## src/rtl/x_bist_seq.sv

```systemverilog
// Built-in self-test sequencer for one device of the 23K640 SRAM array:
// a full write pass followed by a read-and-compare pass over 0..p_last.
module x_bist_seq #(
   parameter logic [15:0] p_last    = 16'h1FFF,
   parameter int          p_timeout = 255
) (
   input  logic         i_clk,
   input  logic         i_rst,
   input  logic         i_start,
   input  logic [3:0]   i_sel,
   input  logic [7:0]   i_seed,
   input  logic         i_abort,
   output logic [15:0]  o_valid,
   input  logic [15:0]  i_accept,
   input  logic [15:0]  i_ready,
   input  logic [127:0] i_rdata,
   output logic         o_rd_n_wr,
   output logic [15:0]  o_addr,
   output logic [7:0]   o_wdata,
   output logic         o_busy,
   output logic         o_done,
   output logic         o_pass,
   output logic [15:0]  o_err_cnt,
   output logic [15:0]  o_first_err_addr,
   output logic         o_timeout
);

   localparam int cnt_w = (p_timeout > 2) ? $clog2(p_timeout) : 1;
   localparam logic [cnt_w-1:0] t_last = cnt_w'(p_timeout - 1);

   typedef enum logic [2:0] {
      s_idle,
      s_wr,
      s_rd,
      s_rd_wait,
      s_done
   } state_t;

   state_t            state_q, state_nx;
   logic [3:0]        sel_q, sel_nx;
   logic [7:0]        seed_q, seed_nx;
   logic [15:0]       addr_q, addr_nx;
   logic [15:0]       valid_q, valid_nx;
   logic              rd_n_wr_q, rd_n_wr_nx;
   logic [7:0]        wdata_q, wdata_nx;
   logic              busy_q, busy_nx;
   logic              done_q, done_nx;
   logic              pass_q, pass_nx;
   logic [15:0]       err_q, err_nx;
   logic [15:0]       first_q, first_nx;
   logic              timeout_q, timeout_nx;
   logic [cnt_w-1:0]  tcnt_q, tcnt_nx;
   logic              abort_q, abort_nx;

   logic        acc, rdy, abort_eff, last, mismatch, complete, to_idle;
   logic [7:0]  rd_byte;
   logic [15:0] addr_inc, err_inc;

   assign acc       = i_accept[sel_q];
   assign rdy       = i_ready[sel_q];
   assign rd_byte   = i_rdata[{sel_q, 3'b000} +: 8];
   assign mismatch  = rd_byte != (seed_q ^ addr_q[7:0]);
   assign last      = addr_q == p_last;
   assign addr_inc  = addr_q + 16'd1;
   assign err_inc   = (err_q == 16'hFFFF) ? err_q : err_q + 16'd1;
   assign abort_eff = abort_q | i_abort;

   always_comb begin
      state_nx   = state_q;
      sel_nx     = sel_q;
      seed_nx    = seed_q;
      addr_nx    = addr_q;
      valid_nx   = valid_q;
      rd_n_wr_nx = rd_n_wr_q;
      wdata_nx   = wdata_q;
      busy_nx    = busy_q;
      done_nx    = done_q;
      pass_nx    = pass_q;
      err_nx     = err_q;
      first_nx   = first_q;
      timeout_nx = timeout_q;
      tcnt_nx    = tcnt_q;
      abort_nx   = abort_q;
      complete   = 1'b0;
      to_idle    = 1'b0;

      case (state_q)
         s_idle, s_done: begin
            if (i_start) begin
               state_nx   = s_wr;
               sel_nx     = i_sel;
               seed_nx    = i_seed;
               addr_nx    = 16'd0;
               valid_nx   = 16'd1 << i_sel;
               rd_n_wr_nx = 1'b0;
               wdata_nx   = i_seed;
               busy_nx    = 1'b1;
               done_nx    = 1'b0;
               pass_nx    = 1'b0;
               err_nx     = 16'd0;
               first_nx   = 16'd0;
               timeout_nx = 1'b0;
               tcnt_nx    = '0;
               abort_nx   = 1'b0;
            end
         end
         s_wr: begin
            abort_nx = abort_eff;
            if (acc) begin
               if (abort_eff) begin
                  to_idle = 1'b1;
               end else if (last) begin
                  state_nx   = s_rd;
                  addr_nx    = 16'd0;
                  rd_n_wr_nx = 1'b1;
                  wdata_nx   = seed_q;
               end else begin
                  addr_nx  = addr_inc;
                  wdata_nx = seed_q ^ addr_inc[7:0];
               end
            end
         end
         s_rd: begin
            abort_nx = abort_eff;
            if (acc) begin
               if (rdy) begin
                  complete = 1'b1;
               end else begin
                  state_nx = s_rd_wait;
                  valid_nx = 16'd0;
                  tcnt_nx  = '0;
               end
            end
         end
         s_rd_wait: begin
            abort_nx = abort_eff;
            tcnt_nx  = tcnt_q + cnt_w'(1);
            if (rdy) begin
               complete = 1'b1;
            end else if (tcnt_q == t_last) begin
               timeout_nx = 1'b1;
               pass_nx    = 1'b0;
               if (abort_eff) begin
                  to_idle = 1'b1;
               end else begin
                  state_nx = s_done;
                  done_nx  = 1'b1;
                  busy_nx  = 1'b0;
                  valid_nx = 16'd0;
               end
            end
         end
         default: state_nx = s_idle;
      endcase

      // A read completes either in RD (accept with ready) or in RD_WAIT.
      if (complete) begin
         if (mismatch) begin
            err_nx = err_inc;
            if (err_q == 16'd0) first_nx = addr_q;
         end
         if (abort_eff) begin
            to_idle = 1'b1;
         end else if (last) begin
            state_nx = s_done;
            done_nx  = 1'b1;
            busy_nx  = 1'b0;
            valid_nx = 16'd0;
            pass_nx  = !mismatch && (err_q == 16'd0) && !timeout_q;
         end else begin
            state_nx   = s_rd;
            addr_nx    = addr_inc;
            valid_nx   = 16'd1 << sel_q;
            rd_n_wr_nx = 1'b1;
            wdata_nx   = seed_q ^ addr_inc[7:0];
         end
      end

      if (to_idle) begin
         state_nx = s_idle;
         valid_nx = 16'd0;
         busy_nx  = 1'b0;
         done_nx  = 1'b0;
         pass_nx  = 1'b0;
         abort_nx = 1'b0;
      end
   end

   always_ff @(posedge i_clk or posedge i_rst) begin
      if (i_rst) begin
         state_q   <= s_idle;
         sel_q     <= 4'd0;
         seed_q    <= 8'd0;
         addr_q    <= 16'd0;
         valid_q   <= 16'd0;
         rd_n_wr_q <= 1'b0;
         wdata_q   <= 8'd0;
         busy_q    <= 1'b0;
         done_q    <= 1'b0;
         pass_q    <= 1'b0;
         err_q     <= 16'd0;
         first_q   <= 16'd0;
         timeout_q <= 1'b0;
         tcnt_q    <= '0;
         abort_q   <= 1'b0;
      end else begin
         state_q   <= state_nx;
         sel_q     <= sel_nx;
         seed_q    <= seed_nx;
         addr_q    <= addr_nx;
         valid_q   <= valid_nx;
         rd_n_wr_q <= rd_n_wr_nx;
         wdata_q   <= wdata_nx;
         busy_q    <= busy_nx;
         done_q    <= done_nx;
         pass_q    <= pass_nx;
         err_q     <= err_nx;
         first_q   <= first_nx;
         timeout_q <= timeout_nx;
         tcnt_q    <= tcnt_nx;
         abort_q   <= abort_nx;
      end
   end

   assign o_valid          = valid_q;
   assign o_rd_n_wr        = rd_n_wr_q;
   assign o_addr           = addr_q;
   assign o_wdata          = wdata_q;
   assign o_busy           = busy_q;
   assign o_done           = done_q;
   assign o_pass           = pass_q;
   assign o_err_cnt        = err_q;
   assign o_first_err_addr = first_q;
   assign o_timeout        = timeout_q;

endmodule

```

## config.mk

```make
export PLATFORM = sky130hd
export DESIGN_NAME = x_bist_seq
export DESIGN_NICKNAME = d
export VERILOG_FILES = /design/src/rtl/x_bist_seq.sv
export SDC_FILE = /design/constraint.sdc
export NUM_CORES = 1
export LEC_CHECK = 0
export CAP_MARGIN = 20
export CELL_PAD_IN_SITES_DETAIL_PLACEMENT = 1
export CELL_PAD_IN_SITES_GLOBAL_PLACEMENT = 1
export CORE_UTILIZATION = 34
export CTS_BUF_LIST = sky130_fd_sc_hd__clkbuf_8
export CTS_CLUSTER_SIZE = 12
export DETAILED_ROUTE_END_ITERATION = 7
export GPL_TIMING_DRIVEN = 0
export PLACE_DENSITY_LB_ADDON = 0.1
export RECOVER_POWER = 100
export SYNTH_ARGS = -nofsm -noshare
export SYNTH_HDL_FRONTEND = slang
export SYNTH_SLANG_ARGS = --single-unit
```

## constraint.sdc

```tcl
create_clock -name i_clk -period 3.35 [get_ports i_clk]
set_input_delay 0.335 -clock i_clk [delete_from_list [all_inputs] [get_ports i_clk]]
set_output_delay 0.335 -clock i_clk [all_outputs]
set_load 0.01 [all_outputs]
```

======== Yosys cells after proc, flatten, opt, wreduce, memory -nomap -nowiden ========
Cells that the tools add are included.
cells by class
  add/sub/neg operators ................... 3
  order comparisons ....................... 1
  eq/ne operators ......................... 15
  shifts and indexed selects .............. 3
  mux-type cells .......................... 109
  bitwise gates (word level) .............. 3
  reductions and logical operators ........ 15
operator list
  cell                     number
  $mux W16                 27
  $shiftx A128 B8 Y8       1
  $mux W8                  10
  $pmux W16 S3             1
  $mux W1                  44
  $mux W3                  13
  $add A16 B1 Y16 const B  2
  $pmux W16 S2             1
  $shl A1 B4 Y16 const A   2
  $pmux W8 S3              1
  $eq A16 B13 Y1 const B   1
  $eq A16 B16 Y1 const B   1
  $logic_not A16 Y1        1
  $pmux W1 S2              8
  $pmux W8 S2              1
  $xor A8 B8 Y8            2
  $pmux W3 S4              1
  $ne A2 B2 Y1 const B     5
  $add A8 B1 Y8 const B    1
  $bmux W1 S4              2
  $eq A8 B8 Y1 const B     1
  $ne A8 B8 Y1             1
  $reduce_and A4 Y1        2
  $eq A3 B2 Y1 const B     2
  13 further kinds         18
word-level totals
  bits in registers ....................... 101
  input bits .............................. 176
  word-level logic and storage cells ...... 164

======== Logic depth before layout (Yosys ltp) ========
  depth after elaboration ................. 9
  gate-level depth with buffers ........... 14
  depth with buffers taken out ............ 9

======== Worst setup path after synthesis ========
OpenSTA, ideal clock, no wires.
  kind .................................... reg-to-reg
  from .................................... register sel_q[0]
  to ...................................... register valid_q[12] (netlist: o_valid[12])
  setup time .............................. 0.126 ns
  data arrival time ....................... 2.887 ns
  required time ........................... 3.224 ns
  setup slack ............................. 0.337 ns
  stages on the path, launching flop included .. 11
  path buffers ............................ 2
  clock period less this slack ............ 3.013 ns
  path through ............................ dfrtp_1 -> buf_6 -> mux4_2 -> mux4_2 -> or3_4 -> nor2_8 -> a21oi_2 -> o21ai_4 -> a21oi_4 -> buf_6 -> a221o_1
between the ends
  longest elaborated chain between the ends .. 8
  elaborated cells on any way between the ends .. 21
ends and longest elaborated chain
  what                           RTL line  text
  from (decl)                    40        logic [3:0] sel_q, sel_nx;
  from (signal assigned)         208       sel_q <= sel_nx;
  $bmux W1 S4                    60        assign rdy = i_ready[sel_q];
  $mux W1 (implied by the code)  60
  $mux W16                       126       if (rdy) begin
  $mux W16                       125       if (acc) begin
  $pmux W16 S3                   87        case (state_q)
  $mux W16                       162       if (abort_eff) begin
  $mux W16                       157       if (complete) begin
  $mux W16 *                     179       if (to_idle) begin
  via valid_nx[12]               43        logic [15:0] valid_q, valid_nx;
  to (signal assigned)           211       valid_q <= valid_nx;
  to (decl)                      43
Mark *: on every way through the listed nets, which the timed path passes. The rest lies on a longest branch. The select of a mux whose other input is x is not followed.
A chain may end at the register's enable or synchronous reset.

======== Final worst setup path ========
  from .................................... register sel_q[0]
  to ...................................... register valid_q[13] (netlist: o_valid[13])
Same word-level chain as after synthesis.

==> reports/qor.csv <==
metric,value,unit
overflow,0,
grt_first_pass_wirelength,42100,um
required,3.68,ns
ys_warn_count,0,
postCtsHoldBufs,0,
power_frac_comb,61.0,%
dpl.hpwl,22240,um
cts_tree,yes,
yosysTopAreaCell,dfrtp_1,
core_region_area,19720,um^2
final-max-slew-violation-count,61,
drc,0,
p_sw_share,44.73,%
numCtsBuffers,9,
intPower,3579,uW
arrival,3.59,ns
async_flop_share,100.0,%
vdd_drop_max,233.4,uV
portBuffers,252,
grt_pass1_vias,7134,
worstMarginPinSlew,2.441,ns
power.share.clock,13.9,%
leakage,0.004353,uW
synth-seq-cells,101,
dieArea,20950,um^2
power.share.sequential,25.2,%
netlist_instances,755,
via_per_inst,5.501,
pre_cts_ws,-0.5319,ns
fin_hold_ws,0.4826,ns
area.sequential,2529,um^2
cap_violations,1,
syn_nets,937,
area_delta_synth_final,49.12,%
multi_input_area,4180,um^2
yosys.cell_types.count,68,
ant_nets,0,
track_usage,26.88,%
row_count,51,
fin_nets,1214,
setup_viol,0,
path_class,flip-flop to flip-flop,
skew,0.01595,ns
antenna_found_initial,3,
timing.final.ws_setup,0.09681,ns
grt_max_degree,62,
cts-root-buf,clkbuf_8,
synth_edf_count,0,
detail_route.iter0.violations,373,
hold_viol_final,0,
clock.fmax,307.4,MHz
powerDensity,626.6,nW/um^2
ys_top_cells_by_count,"nand2_1 (106), dfrtp_1 (101), nor2_1 (65)",
clk_latency,0.39,ns
first_pass_iters,5,
syn_avg_cell_area,9.178,um^2
vias,7173,
ys_seq_area_share,36.48,%
yosys.cell_count.top_type,nand2_1,
layout-drive-gt1-share,10.62,%
wl_per_cell,21.81,um
end_kind,flip-flop,
ys_top_cells_by_area,"dfrtp_1 (36%), mux2i_1 (6.6%), mux4_2 (6.2%), nand2_1 (5.7%), o21ai_0 (3.6%)",
slew_headroom,-62.89,%
cts_sinks,101,
clock_path_buffers,2,
routed_wl,28440,um
die_w,144.8,um
place_area,9806,um^2
yosysTopAreaCellShare,36.48,%
htree_levels,3,
n_fill_cell,2226,
finalCritPeriodShare,97.11,%
violations,"capacitance limit, slew limit",
net-switching-power,2896,uW
initial_core_util,35.14,%
hold_class,flip-flop to flip-flop,
outcome,"complete, but fails checks",
total_power,6475,uW
die_h,144.8,um
syn_area,6929,um^2
synthFlopType,dfrtp_1,
path_clk_slew,0.11,ns
place_congestion,0.8353,
critPathMaxFanout,11,
finish.instance_area,10330,um^2
min_period,3.253,ns
worstSetupStartpointType,flip-flop,
io_pins,253,
post-route-util,52.40,%
## placed cells by master (no fill, tap or decap), types with 7 or more instances in the layout
cell and count:
nand4_1 9, nor2_1 65, xor2_1 11, nor2b_1 7, a211oi_1 8, mux2i_1 43
inv_1 38, dfrtp_1 100, o31ai_1 9, nor4_1 8, a21oi_1 24, o21ai_0 47
xnor2_1 18, clkbuf_1 16, buf_4 18, nand2b_1 8, and3_1 10, a221o_1 14
mux4_2 19, or3_1 7, clkbuf_8 9, nand2_1 105, clkdlybuf4s50_1 173, nor3_1 12
dlygate4sd3_1 79, nand3_1 27
## through the flow
step	std cells	TNS, ns
2_1_floorplan	755	0
3_5_place_dp	1273	-21.09
4_1_cts	1298	0
5_1_grt	1304	-0.003112
3_3_place_gp	1272	-159.83
6_report	1304	0
## layer usage
metal  wire [um]  global-route usage [%]  part of all wire (%)
met1       12180                   34.19                    43
met5           0                       0                     0
met2       14050                   46.46                    49
met3        1530                   3.916                   5.4
met4         674                   9.141                   2.4
## power by group through the flow
stage,logic [uW],clock network [uW],registers [uW]
5_1_grt,4270,955,1660
2_1_floorplan,2320,0,1650
4_1_cts,3840,911,1640
3_3_place_gp,3580,0,1660
3_5_place_dp,3640,0,1660
6_report,3950,897,1630
## worst paths after layout
path | start | slack, ns | cells past startpoint | endpoint
worst max-delay path | sel_q[0]$_DFFE_PP0P_ | 0.1 | 10 | o_valid[13]$_DFF_PP0_
worst min-delay path | o_valid[4]$_DFF_PP0_ | 0.48 | 1 | o_valid[4]$_DFF_PP0_
worst max register to register | sel_q[0]$_DFFE_PP0P_ | 0.1 | 10 | o_valid[13]$_DFF_PP0_
worst min register to register | o_valid[4]$_DFF_PP0_ | 0.48 | 1 | o_valid[4]$_DFF_PP0_
max in group asynchronous | i_rst | 0.72 | 2 | o_valid[3]$_DFF_PP0_
min in group asynchronous | i_rst | 1.23 | 2 | o_first_err_addr[11]$_DFF_PP0_
## sequential cells by signal, summed over array words and instances (netlist names)
| register | count |
|---|---|
| o_done | 1 |
| o_first_err_addr | 16 |
| o_busy | 1 |
| o_err_cnt | 16 |
| o_valid | 16 |
| o_wdata | 8 |
| o_pass | 1 |
| abort_q | 1 |
| seed_q | 8 |
| sel_q | 4 |
| o_timeout | 1 |
| o_addr | 16 |
| tcnt_q | 8 |
| o_rd_n_wr | 1 |
| state_q | 3 |
## logic make-up after synthesis
kind of cell	after synthesis	synth area share (%)
multiplexers	74	15.58
XOR/XNOR	29	3.666
buffers and inverters	78	5.218
AND/OR/NAND/NOR	289	19.92
AO/OA/AOI/OAI	178	18.06
flip-flops	101	36.48
adder cells (fa/ha/maj)	6	1.083
## timing repair
| action | 4_1_cts | 5_1_grt |
|---|---|---|
| setup endpoints to repair | 75 | 62 |
| pin swaps | 4 | 2 |
| buffers inserted | 12 | 2 |
| resized for setup | 19 | 31 |
| endpoints found under the hold margin | 0 | 0 |
## cell type report
type | instances | area share [%]
multi-input cells | 576 | 40.46
repair buffers | 268 | 25.66
flip-flops and latches | 101 | 24.47
well taps | 265 | 3.209
plain buffers | 36 | 2.555
inverters | 40 | 1.453
clock buffers | 9 | 1.199
clock inverters | 6 | 0.9203
diodes | 3 | 0.07266
## worst max-delay path, stage by stage, from the launching register on
cell,delay (ns)
dfrtp_2,0.39
buf_8,0.18
mux4_1,0.58
mux4_2,0.62
o211ai_4,0.29
buf_4,0.24
buf_4,0.19
o21ai_4,0.10
a21oi_4,0.27
buf_6,0.19
a221o_1,0.16
Power figures use the tool's default switching activity.
